==> src/rtl/transmision.sv <==
// UART 8N1 transmitter: start bit, eight data bits LSB first, stop bit on tx.
// Each bit lasts BAUD_DIV clock cycles. All outputs are registered.
module transmision #(
    parameter int BAUD_DIV = 5208
) (
    input  logic       clk_in,
    input  logic       reset,
    input  logic       rw,
    input  logic [7:0] din,
    output logic       busy,
    output logic       done,
    output logic       tx
);

    localparam int              CW       = $clog2(BAUD_DIV);
    localparam logic [CW-1:0]   CNT_LAST = CW'(BAUD_DIV - 1);

    typedef enum logic [2:0] {
        IDLE,
        START,
        DATA,
        STOP,
        DONE
    } state_e;

    state_e          state_q, state_d;
    logic [CW-1:0]   cnt_q, cnt_d;
    logic [2:0]      idx_q, idx_d;
    logic [7:0]      shreg_q, shreg_d;
    logic            tx_q, tx_d;
    logic            busy_q, busy_d;
    logic            done_q, done_d;
    logic            baud_wrap;

    assign baud_wrap = (cnt_q == CNT_LAST);

    // NOTE: sequential state uses non-blocking assignments so every register samples pre-edge values.
    always_ff @(posedge clk_in) begin
        if (!reset) begin
            state_q <= IDLE;
            cnt_q   <= '0;
            idx_q   <= '0;
            tx_q    <= 1'b1;
            busy_q  <= 1'b0;
            done_q  <= 1'b0;
        end else begin
            state_q <= state_d;
            cnt_q   <= cnt_d;
            idx_q   <= idx_d;
            tx_q    <= tx_d;
            busy_q  <= busy_d;
            done_q  <= done_d;
        end
    end

    // NOTE: the shift register is pure datapath, always loaded before use, so it needs no reset.
    always_ff @(posedge clk_in) begin
        shreg_q <= shreg_d;
    end

    // NOTE: every comb output gets a default first, so no path can infer a latch.
    always_comb begin
        state_d = state_q;
        cnt_d   = cnt_q;
        idx_d   = idx_q;
        shreg_d = shreg_q;
        unique case (state_q)
            IDLE: begin
                if (rw) begin
                    state_d = START;
                    cnt_d   = '0;
                    shreg_d = din;
                end
            end
            START: begin
                if (baud_wrap) begin
                    state_d = DATA;
                    cnt_d   = '0;
                    idx_d   = '0;
                end else begin
                    cnt_d = cnt_q + 1'b1;
                end
            end
            DATA: begin
                if (baud_wrap) begin
                    cnt_d   = '0;
                    shreg_d = shreg_q >> 1;
                    if (idx_q == 3'd7) begin
                        state_d = STOP;
                    end else begin
                        idx_d = idx_q + 1'b1;
                    end
                end else begin
                    cnt_d = cnt_q + 1'b1;
                end
            end
            STOP: begin
                if (baud_wrap) begin
                    state_d = DONE;
                    cnt_d   = '0;
                end else begin
                    cnt_d = cnt_q + 1'b1;
                end
            end
            DONE:    state_d = IDLE;
            default: state_d = IDLE;
        endcase
    end

    // Outputs are decoded from the next state so the registered value matches the state it enters.
    always_comb begin
        tx_d   = 1'b1;
        busy_d = 1'b1;
        done_d = 1'b0;
        unique case (state_d)
            IDLE:    busy_d = 1'b0;
            START:   tx_d   = 1'b0;
            DATA:    tx_d   = shreg_d[0];
            STOP:    tx_d   = 1'b1;
            DONE:    done_d = 1'b1;
            default: busy_d = 1'b0;
        endcase
    end

    assign tx   = tx_q;
    assign busy = busy_q;
    assign done = done_q;

endmodule

==> config.mk <==
export PLATFORM = sky130hd
export DESIGN_NAME = transmision
export DESIGN_NICKNAME = d
export VERILOG_FILES = /design/src/rtl/transmision.sv
export SDC_FILE = /design/constraint.sdc
export NUM_CORES = 1
export LEC_CHECK = 0
export CORE_UTILIZATION = 55
export DETAILED_ROUTE_END_ITERATION = 8
export PLACE_DENSITY = 0.82
export RECOVER_POWER = 50
export SLEW_MARGIN = 10
export SYNTH_ARGS = -nofsm -noshare
export SYNTH_HDL_FRONTEND = slang
export SYNTH_SLANG_ARGS = --single-unit
==> constraint.sdc <==
create_clock -name clk_in -period 2.15 [get_ports clk_in]
set_clock_uncertainty 0.1 [all_clocks]
set_input_delay 0.43 -clock clk_in [delete_from_list [all_inputs] [get_ports clk_in]]
set_output_delay 0.43 -clock clk_in [all_outputs]
set_load 0.005 [all_outputs]
==> metrics.cfg, run 1 <==
[status]
outcome=finished clean

[floorplan]
rows=17
dieArea_sq_mm=0.00277
ios=14
die-height_um=52.6
coreArea_sq_mm=0.00232
start_util=0.608
die_w_um=52.6

[yosys]
yosysTopAreaCell=dfxtp_1
synth.avg_cell_area_sq_um=9.72
netlist.area_leader.share=0.327
synth_warnings=0
synth_mux_area_frac=0.00710
synth_top_family_by_area=simple AND/OR/NAND/NOR gates
yosys.area_share.simple=0.288
synth_ff_type=dfxtp_1
synth_edf_count=7
syn-num-nets=159
synthArstFlopShare=0
syn_area_sq_mm=0.00141
synth-seq-cells=30
synth-seq-area-share=0.476
synth_xor_area_frac=0.0622
synth.distinct_cells=40
syn_inst=145
yosys-top-cells-area=dfxtp_1, edfxtp_1, xor2_1
synth_compound_area_frac=0.123
synthAdderAreaFrac=0.0266

[power_and_ir_drop]
p_leak_nw=0.633
pwr_density_cell_mw_per_mm2=688
peakVddDrop_uv=572
power.total_mw=1.17

[placed_design]
hpwlAfterDp_um=2080
placed_cell_area_sq_mm=0.00164
place_ws_ps=-17.7
portBuffers=13
gp_congestion=0.875
dp_cells=192

[timing]
post-route-period-util=0.932
slew_viol_final=0
hold_violations=0
whs_ps=376
layout_setup_ws_ps=146
period_needed_ps=2000
setup_viol=0
tightest_slew_ps=536
maxSlewHeadroom=0.642
max_freq_ghz=0.499
rsz0062_at_grt=false

[global_routing]
grt_pass1_wl_um=4800
first_global_vias=1119
grt_max_degree=12
overflow=0
grt_usage=0.250
antenna_found_initial=0

[drt]
routed_wl_um=2800
dr.pass1.iters=4
post-route-drc-count=0
vias_per_cell=5.76
wire_per_inst_um=14.0
postRouteAntennaNets=0
drtIter0Drc=35
dr_total_vias=1152

[clock_tree]
post_cts_buffers=0
clock_latency_ps=340
clk_pin_slew_ps=100
h-tree-depth=2
cts_tree=done
hold_buffers=0
cts_root_buf=clkbuf_4
clock-sinks=30
numCtsBuffers=5
clockBufferDepth=2
cts.repair.resized=0

[critical_path]
cp-start-kind=register
worstPathRequired_ps=2300
cp.buffers_inverters=0
crit_type=reg -> reg
path_delay_family=simple AND/OR/NAND/NOR gates
max_stage_delay_ps=580
endpoint_kind=register
worstPathMaxFanout=4
crit_slowest_cell=or4b_4
worstPathArrival_ps=2150
crit_chain=or4b_4, nor4_2, nor2_2, a221o_1, a21o_1

[finish]
antennaDiodeCount=0
fin_cells=200
fin_nets=185
area_growth_pct=20.3
fin_area_sq_mm=0.00170
fill_cells=181
drive_gt1_frac=0.128

[hold_path]
hp-class=reg -> reg

[job]
cap_viol_max_count=0

[layout by cell type, fill, tap and decap left out, drive strengths merged, types with 2 or more instances in the layout]
cell type      synthesis  layout
dfxtp                 23      23
nor2                  18      18
nand2                 11      11
clkdlybuf4s50          0      10
xor2                   8       8
clkbuf                 2       8
buf                    2       7
edfxtp                 7       7
nor3                   7       7
a22o                   6       6
nand3                  6       6
nand4                  6       6
o21ai                  5       5
a21oi                  4       4
and3                   4       4
and2                   4       4
a21boi                 3       3
ha                     3       3
dlygate4sd3            0       3
nor3b                  2       2
inv                    2       2
nand2b                 2       2
xnor2                  2       2
nand3b                 2       2
a21o                   2       2
clkinvlp               0       2
nor4b                  2       2
[layer usage]
layer	share of wire	global-route usage	vias to the layer above
met3	0.041	0.0696	11
met5	0	0	-
li1	-	-	581
met2	0.45	0.424	25
met1	0.48	0.280	535
met4	0.027	0.132	0
[metrics by stage]
step	utilization	TNS (ps)
detailed placement	0.706	-17.7
floorplan	-	0
global route	0.731	0
CTS	0.742	0
global placement	0.706	0
finish	0.731	0
[final cells by class]
type	instances	area (sq um)	share of cell area
multi-input cells	109	706	0.416
flip-flops and latches	30	671	0.396
repair buffers	23	194	0.114
clock inverters	3	45.0	0.0266
clock buffers	5	37.5	0.0221
well taps	28	35.0	0.0207
inverters	2	7.51	0.00443
[cells by family (layout without fill, tap and decap cells)]
| family | Yosys count | count (layout) |
|---|---|---|
| flops | 30 | 30 |
| xor+xnor | 10 | 10 |
| mux | 1 | 1 |
| compound gates | 25 | 25 |
| fa+ha+maj | 3 | 3 |
| simple gates | 70 | 70 |
| buf+inv | 6 | 33 |
[path summary, 6_finish.rpt]
kind                                from        to  slack (ps)  cells past startpoint
worst max-delay path            cnt_q[9]        tx         150                      5
worst min-delay path            idx_q[2]  idx_q[2]         380                      2
worst max register to register  cnt_q[9]        tx         150                      5
worst min register to register  idx_q[2]  idx_q[2]         380                      2
[flip-flops by register name, summed over array words and instances (netlist names)]
signal / cells
tx: 1
done: 1
shreg_q: 8
busy: 1
cnt_q: 13
idx_q: 3
state_q: 3
[worst register-to-register path, cell delays in order, from the launching register on]
cell and delay [ps]:
dfxtp_1 350, or4b_4 580, nor4_2 330, nor2_2 70, a221o_1 320, a21o_1 160
[cells in the mapped netlist (all sizes together), types with 2 or more instances]
cell    instances
nor3b           2
nand3b          2
a21o            2
and2            4
nand2b          2
nand2          11
xnor2           2
a22o            6
nor3            7
clkbuf          2
nor4b           2
nand3           6
nor2           18
edfxtp          7
nand4           6
a21boi          3
buf             2
xor2            8
inv             2
a21oi           4
ha              3
dfxtp          23
o21ai           5
and3            4
[where the power goes]
group / internal (mW) / switching [mW] / total [mW]
sequential: 0.599 / 0.0108 / 0.610
combinational: 0.0548 / 0.0507 / 0.106
clock: 0.244 / 0.207 / 0.450
No activity file was read; power rests on OpenSTA's default activity.
==> run 2: changes to the inputs <==
- CORE_UTILIZATION: 55 -> 58
- CTS_BUF_LIST: not set -> sky130_fd_sc_hd__clkbuf_4 sky130_fd_sc_hd__clkbuf_8
- PLACE_DENSITY: 0.82 -> 0.86
==> run 2 against run 1 <==
Effect of this change:
- via count rose by 2.3%
- power fell by 11%
- critical path depth rose by 1
- sequential cell count did not move
- setup slack got worse by 16 ps
==> metrics.cfg, run 2 (same netlist as run 1, synthesis figures left out) <==
[floorplan]
dieArea_sq_mm=0.00263  ; -5.0%
ios=14  ; unchanged
die_w_um=51.3  ; -2.5%
coreArea_sq_mm=0.00225  ; -2.8%
start_util=0.625  ; +0.0172
rows=17  ; unchanged
die-height_um=51.3  ; -2.5%

[drt]
dr.pass1.iters=4  ; unchanged
drtIter0Drc=40  ; +14%
postRouteAntennaNets=0  ; unchanged
post-route-drc-count=0  ; unchanged
routed_wl_um=2860  ; +2.1%
wire_per_inst_um=14.3  ; +2.1%
dr_total_vias=1178  ; +2.3%
vias_per_cell=5.89  ; +2.3%

[timing]
tightest_slew_ps=455  ; -81.1 ps
hold_violations=0  ; unchanged
rsz0062_at_grt=false
whs_ps=382  ; +5.45 ps
max_freq_ghz=0.495  ; -0.78%
slew_viol_final=0  ; unchanged
setup_tns_ps=0  ; unchanged
layout_setup_ws_ps=130  ; -15.8 ps
post-route-period-util=0.940  ; +0.00733
setup_viol=0  ; unchanged
period_needed_ps=2020  ; +15.8 ps
maxSlewHeadroom=0.695  ; +0.0532

[critical_path]
r2r_cells=6  ; +1
endpoint_kind=register
path_delay_family=buffers and inverters
crit_chain=clkdlybuf4s50_1, nor4b_1, clkbuf_1, nor2_2, a221o_1, a21o_1
worstPathMaxFanout=10  ; +6
r2r_end=tx
worstPathArrival_ps=2160  ; about the same
cp.buffers_inverters=2  ; +2
rrSetupSlack_ps=150  ; about the same
max_stage_delay_ps=500  ; -80 ps
crit_type=in -> reg
crit_slowest_cell=clkdlybuf4s50_1
cp-start-kind=input port
worstPathRequired_ps=2290  ; about the same
reg2reg_from=cnt_q[9]

[clock_tree]
cts_tree=done
cts.repair.resized=0  ; unchanged
cts_root_buf=clkbuf_4
h-tree-depth=2  ; unchanged
clk_pin_slew_ps=90  ; about the same
post_cts_buffers=0  ; unchanged
numCtsBuffers=5  ; unchanged
clock_latency_ps=330  ; about the same
hold_buffers=0  ; unchanged
clockBufferDepth=2  ; unchanged
clock-sinks=30  ; unchanged

[finish]
area_growth_pct=18.5
top_regs=cnt_q x13, shreg_q x8
fill_cells=181  ; unchanged
top_register=cnt_q
largest_reg_flops=13  ; unchanged
drive_gt1_frac=0.116  ; -0.0116
final_common_cell=dfxtp_1
fin_nets=185  ; unchanged
fin_cells=200  ; unchanged
final_cell_mix=dfxtp_1, nor2_1, nand2_1
antennaDiodeCount=0  ; unchanged

[hold_path]
worstHoldStart=idx_q[2]
hold-path-cell-count=2  ; unchanged
hold-path-endpoint=idx_q[2]
hp-class=reg -> reg

[placed_design]
hpwlAfterDp_um=2080  ; about the same
portBuffers=13  ; unchanged
place_ws_ps=42.5  ; +60.2 ps
dp_cells=192  ; unchanged
gp_congestion=0.863  ; -1.3%

[job]
cap_viol_max_count=0  ; unchanged

[global_routing]
grt_max_degree=11  ; -1
first_global_vias=1074  ; -4.0%
antenna_found_initial=0  ; unchanged
grt_pass1_wl_um=4680  ; -2.4%
grt_usage=0.250  ; +0.000614
overflow=0  ; unchanged

[power_and_ir_drop]
p_leak_nw=0.643  ; +1.6%
peakVddDrop_uv=491  ; -14%
power.total_mw=1.03  ; -11%
pwr_density_cell_mw_per_mm2=619  ; -10%

[status]
outcome=finished clean

==> run 2: per-layer routing <==
| layer | track usage | up-vias | wire length [um] |
|---|---|---|---|
| li1 | - | 579 | - |
| met1 | 0.318 | 558 | 1280 |
| met2 | 0.377 | 34 | 1350 |
| met3 | 0.0863 | 7 | 171 |
| met4 | 0.122 | 0 | 53 |
| met5 | 0 | - | 0 |
==> run 2: area by class of cell <==
type / count / area (sq um) / area share
sequential: 30 / 671 / 0.402
inverter: 2 / 7.51 / 0.00450
multi-input combinational: 109 / 708 / 0.424
tap: 28 / 35.0 / 0.0210
timing repair buffer: 23 / 194 / 0.116
clock buffer: 6 / 45.0 / 0.0270
clock inverter: 2 / 8.76 / 0.00525
==> run 2: worst max path at each step <==
stage,from,to,slack [ps],cells past startpoint
2_1_floorplan,state_q[1],tx,180,6
3_3_place_gp,rw,tx,70,6
3_5_place_dp,rw,tx,40,6
4_1_cts,cnt_q[9],state_q[1],210,5
5_1_grt,cnt_q[0],cnt_q[11],40,7
6_report,rw,tx,130,6
==> run 2: report_power, final <==
part,internal (mW),switching (mW)
clock,0.135,0.183
sequential,0.599,0.0105
combinational,0.0539,0.0503
total,0.788,0.244
==> run 2: stage by stage <==
step | instance area, sq um | utilization
global route | 1670 | 0.740
floorplan | 1410 | -
CTS | 1690 | 0.750
finish | 1670 | 0.740
detailed placement | 1640 | 0.726
global placement | 1640 | 0.726
==> run 2: tightest hold or removal path, stage by stage (launching register included) <==
cell and delay [ps]:
dfxtp_1 320, nand2_1 50, a21boi_0 60
==> run 3: changes to the inputs <==
- PLACE_DENSITY: 0.86 -> 0.81
==> run 3 against run 2 <==
Effect of this change:
- core utilization increased by 2.2 points
- first-iteration DRC count fell by 2.5%
- clock-buffer cell count fell by 1
- cell count unchanged
- sequential share of layout area fell by 1.2 points
- non-clock buffer count stayed put
- critical path depth fell by 1
- cell area grew 3.0%
- critical path type is now reg -> reg
- largest cell class unchanged
==> metrics.cfg, run 3 (same netlist as run 1, synthesis figures left out) <==
[timing]
setup_tns_ps=0  ; unchanged
whs_ps=395  ; +13.8 ps
slew_viol_final=0  ; unchanged
post-route-period-util=0.907  ; -0.0330
layout_setup_ws_ps=201  ; +70.9 ps
max_freq_ghz=0.513  ; +3.6%
setup_viol=0  ; unchanged
period_needed_ps=1950  ; -70.9 ps
maxSlewHeadroom=0.651  ; -0.0443
tightest_slew_ps=523  ; +67.8 ps
hold_violations=0  ; unchanged
rsz0062_at_grt=false

[hold_path]
worstHoldStart=idx_q[1]
hp-class=reg -> reg

[floorplan]
die_w_um=51.3  ; unchanged
die-height_um=51.3  ; unchanged
ios=14  ; unchanged
coreArea_sq_mm=0.00225  ; unchanged
start_util=0.625  ; unchanged
rows=17  ; unchanged
dieArea_sq_mm=0.00263  ; unchanged

[clock_tree]
post_cts_buffers=0  ; unchanged
h-tree-depth=2  ; unchanged
numCtsBuffers=5  ; unchanged
hold_buffers=0  ; unchanged
clockBufferDepth=2  ; unchanged
clock-sinks=30  ; unchanged
cts.repair.resized=0  ; unchanged
clock_latency_ps=340  ; about the same
clk_pin_slew_ps=90  ; about the same
cts_tree=done
cts_root_buf=clkbuf_4

[critical_path]
reg2reg_from=cnt_q[9]
worstPathArrival_ps=2090  ; -70 ps
worstPathMaxFanout=4  ; -6
endpoint_kind=register
cp-start-kind=register
worstPathRequired_ps=2290  ; about the same
crit_start=cnt_q[9]
crit_type=reg -> reg

[placed_design]
hpwlAfterDp_um=2210  ; +6.4%
gp_congestion=0.825  ; -4.5%
portBuffers=13  ; unchanged
place_ws_ps=7.17  ; -35.3 ps

[finish]
largest_reg_flops=13  ; unchanged
area_growth_pct=22.0
fin_nets=185  ; unchanged
top_regs=cnt_q x13, shreg_q x8
final_common_cell=dfxtp_1
antennaDiodeCount=0  ; unchanged
drive_gt1_frac=0.122  ; +0.00581
top_register=cnt_q
final_cell_mix=dfxtp_1, nor2_1, nand2_1

[drt]
dr.pass1.iters=4  ; unchanged
vias_per_cell=5.98  ; +1.4%
wire_per_inst_um=15.6  ; +8.9%
routed_wl_um=3120  ; +8.9%
post-route-drc-count=0  ; unchanged
postRouteAntennaNets=0  ; unchanged
dr_total_vias=1195  ; +1.4%
drtIter0Drc=39  ; -2.5%

[power_and_ir_drop]
clkPwrFrac=0.439  ; +0.131
internal_power_mw=1.01  ; +28%
pwr-share-seq=0.481  ; -0.110
peakVddDrop_uv=835  ; +70%
pwr_density_cell_mw_per_mm2=740  ; +20%
p_leak_nw=0.671  ; +4.3%
power_switching_mw=0.263  ; +7.6%
comb_power_share=0.080  ; -0.021
swShare=0.206  ; -0.0300

[global_routing]
grt_max_degree=14  ; +3
grt_pass1_wl_um=5200  ; +11%
grt_usage=0.278  ; +0.0276
overflow=0  ; unchanged
first_global_vias=1151  ; +7.2%
antenna_found_initial=0  ; unchanged

[status]
outcome=finished clean

[job]
cap_viol_max_count=0  ; unchanged

[run 3: changes by cell type in the layout (fill, tap and decap cells not counted)]
cell / previous run / this run
buf_4: 7 / 8
bufinv_16: 0 / 2
clkbuf_1: 3 / 1
clkbuf_2: 0 / 1
clkbuf_4: 6 / 5
clkinv_2: 1 / 0
nor2_1: 17 / 18
nor2_2: 1 / 0
[run 3: cell type report]
cell class / instances / area, sq um
sequential: 30 / 671
inverter: 2 / 7.51
fill: 176 / 536
tap: 28 / 35.0
multi-input combinational: 109 / 706
clock inverter: 3 / 63.8
timing repair buffer: 23 / 199
clock buffer: 5 / 37.5
[run 3: layer usage]
layer | vias to the layer above | track usage | part of all wire
li1 | 579 | - | -
met1 | 559 | 0.323 | 0.41
met2 | 49 | 0.467 | 0.50
met3 | 8 | 0.0893 | 0.068
met4 | 0 | 0.117 | 0.024
met5 | - | 0 | 0
[run 3: power by group through the flow]
stage / logic (mW) / registers [mW] / clock network, mW
CTS: 0.112 / 0.612 / 0.566
finish: 0.102 / 0.611 / 0.559
global placement: 0.106 / 0.622 / 0
global route: 0.112 / 0.614 / 0.596
floorplan: 0.0584 / 0.621 / 0
detailed placement: 0.111 / 0.625 / 0
[run 3: worst paths after layout]
check,depth (start not counted),endpoint,slack (ps)
worst min-delay path,2,idx_q[1],400
worst min register to register,2,idx_q[1],400
worst max register to register,5,tx,200
worst max-delay path,5,tx,200
[run 3: critical path, stage by stage, from the launching register on]
cell	delay [ps]
dfxtp_1	360
or4b_4	590
nor4_4	240
nor2_1	90
a221o_1	320
a21o_1	160
[run 3: metrics by stage]
stage	utilization	std cells	power [mW]	cell area, sq um
6_report	0.762	200	1.27	1720
5_1_grt	0.762	200	1.32	1720
4_1_cts	0.777	200	1.29	1750
3_5_place_dp	0.732	192	0.736	1650
3_3_place_gp	0.732	192	0.728	1650
2_1_floorplan	-	145	0.679	1410
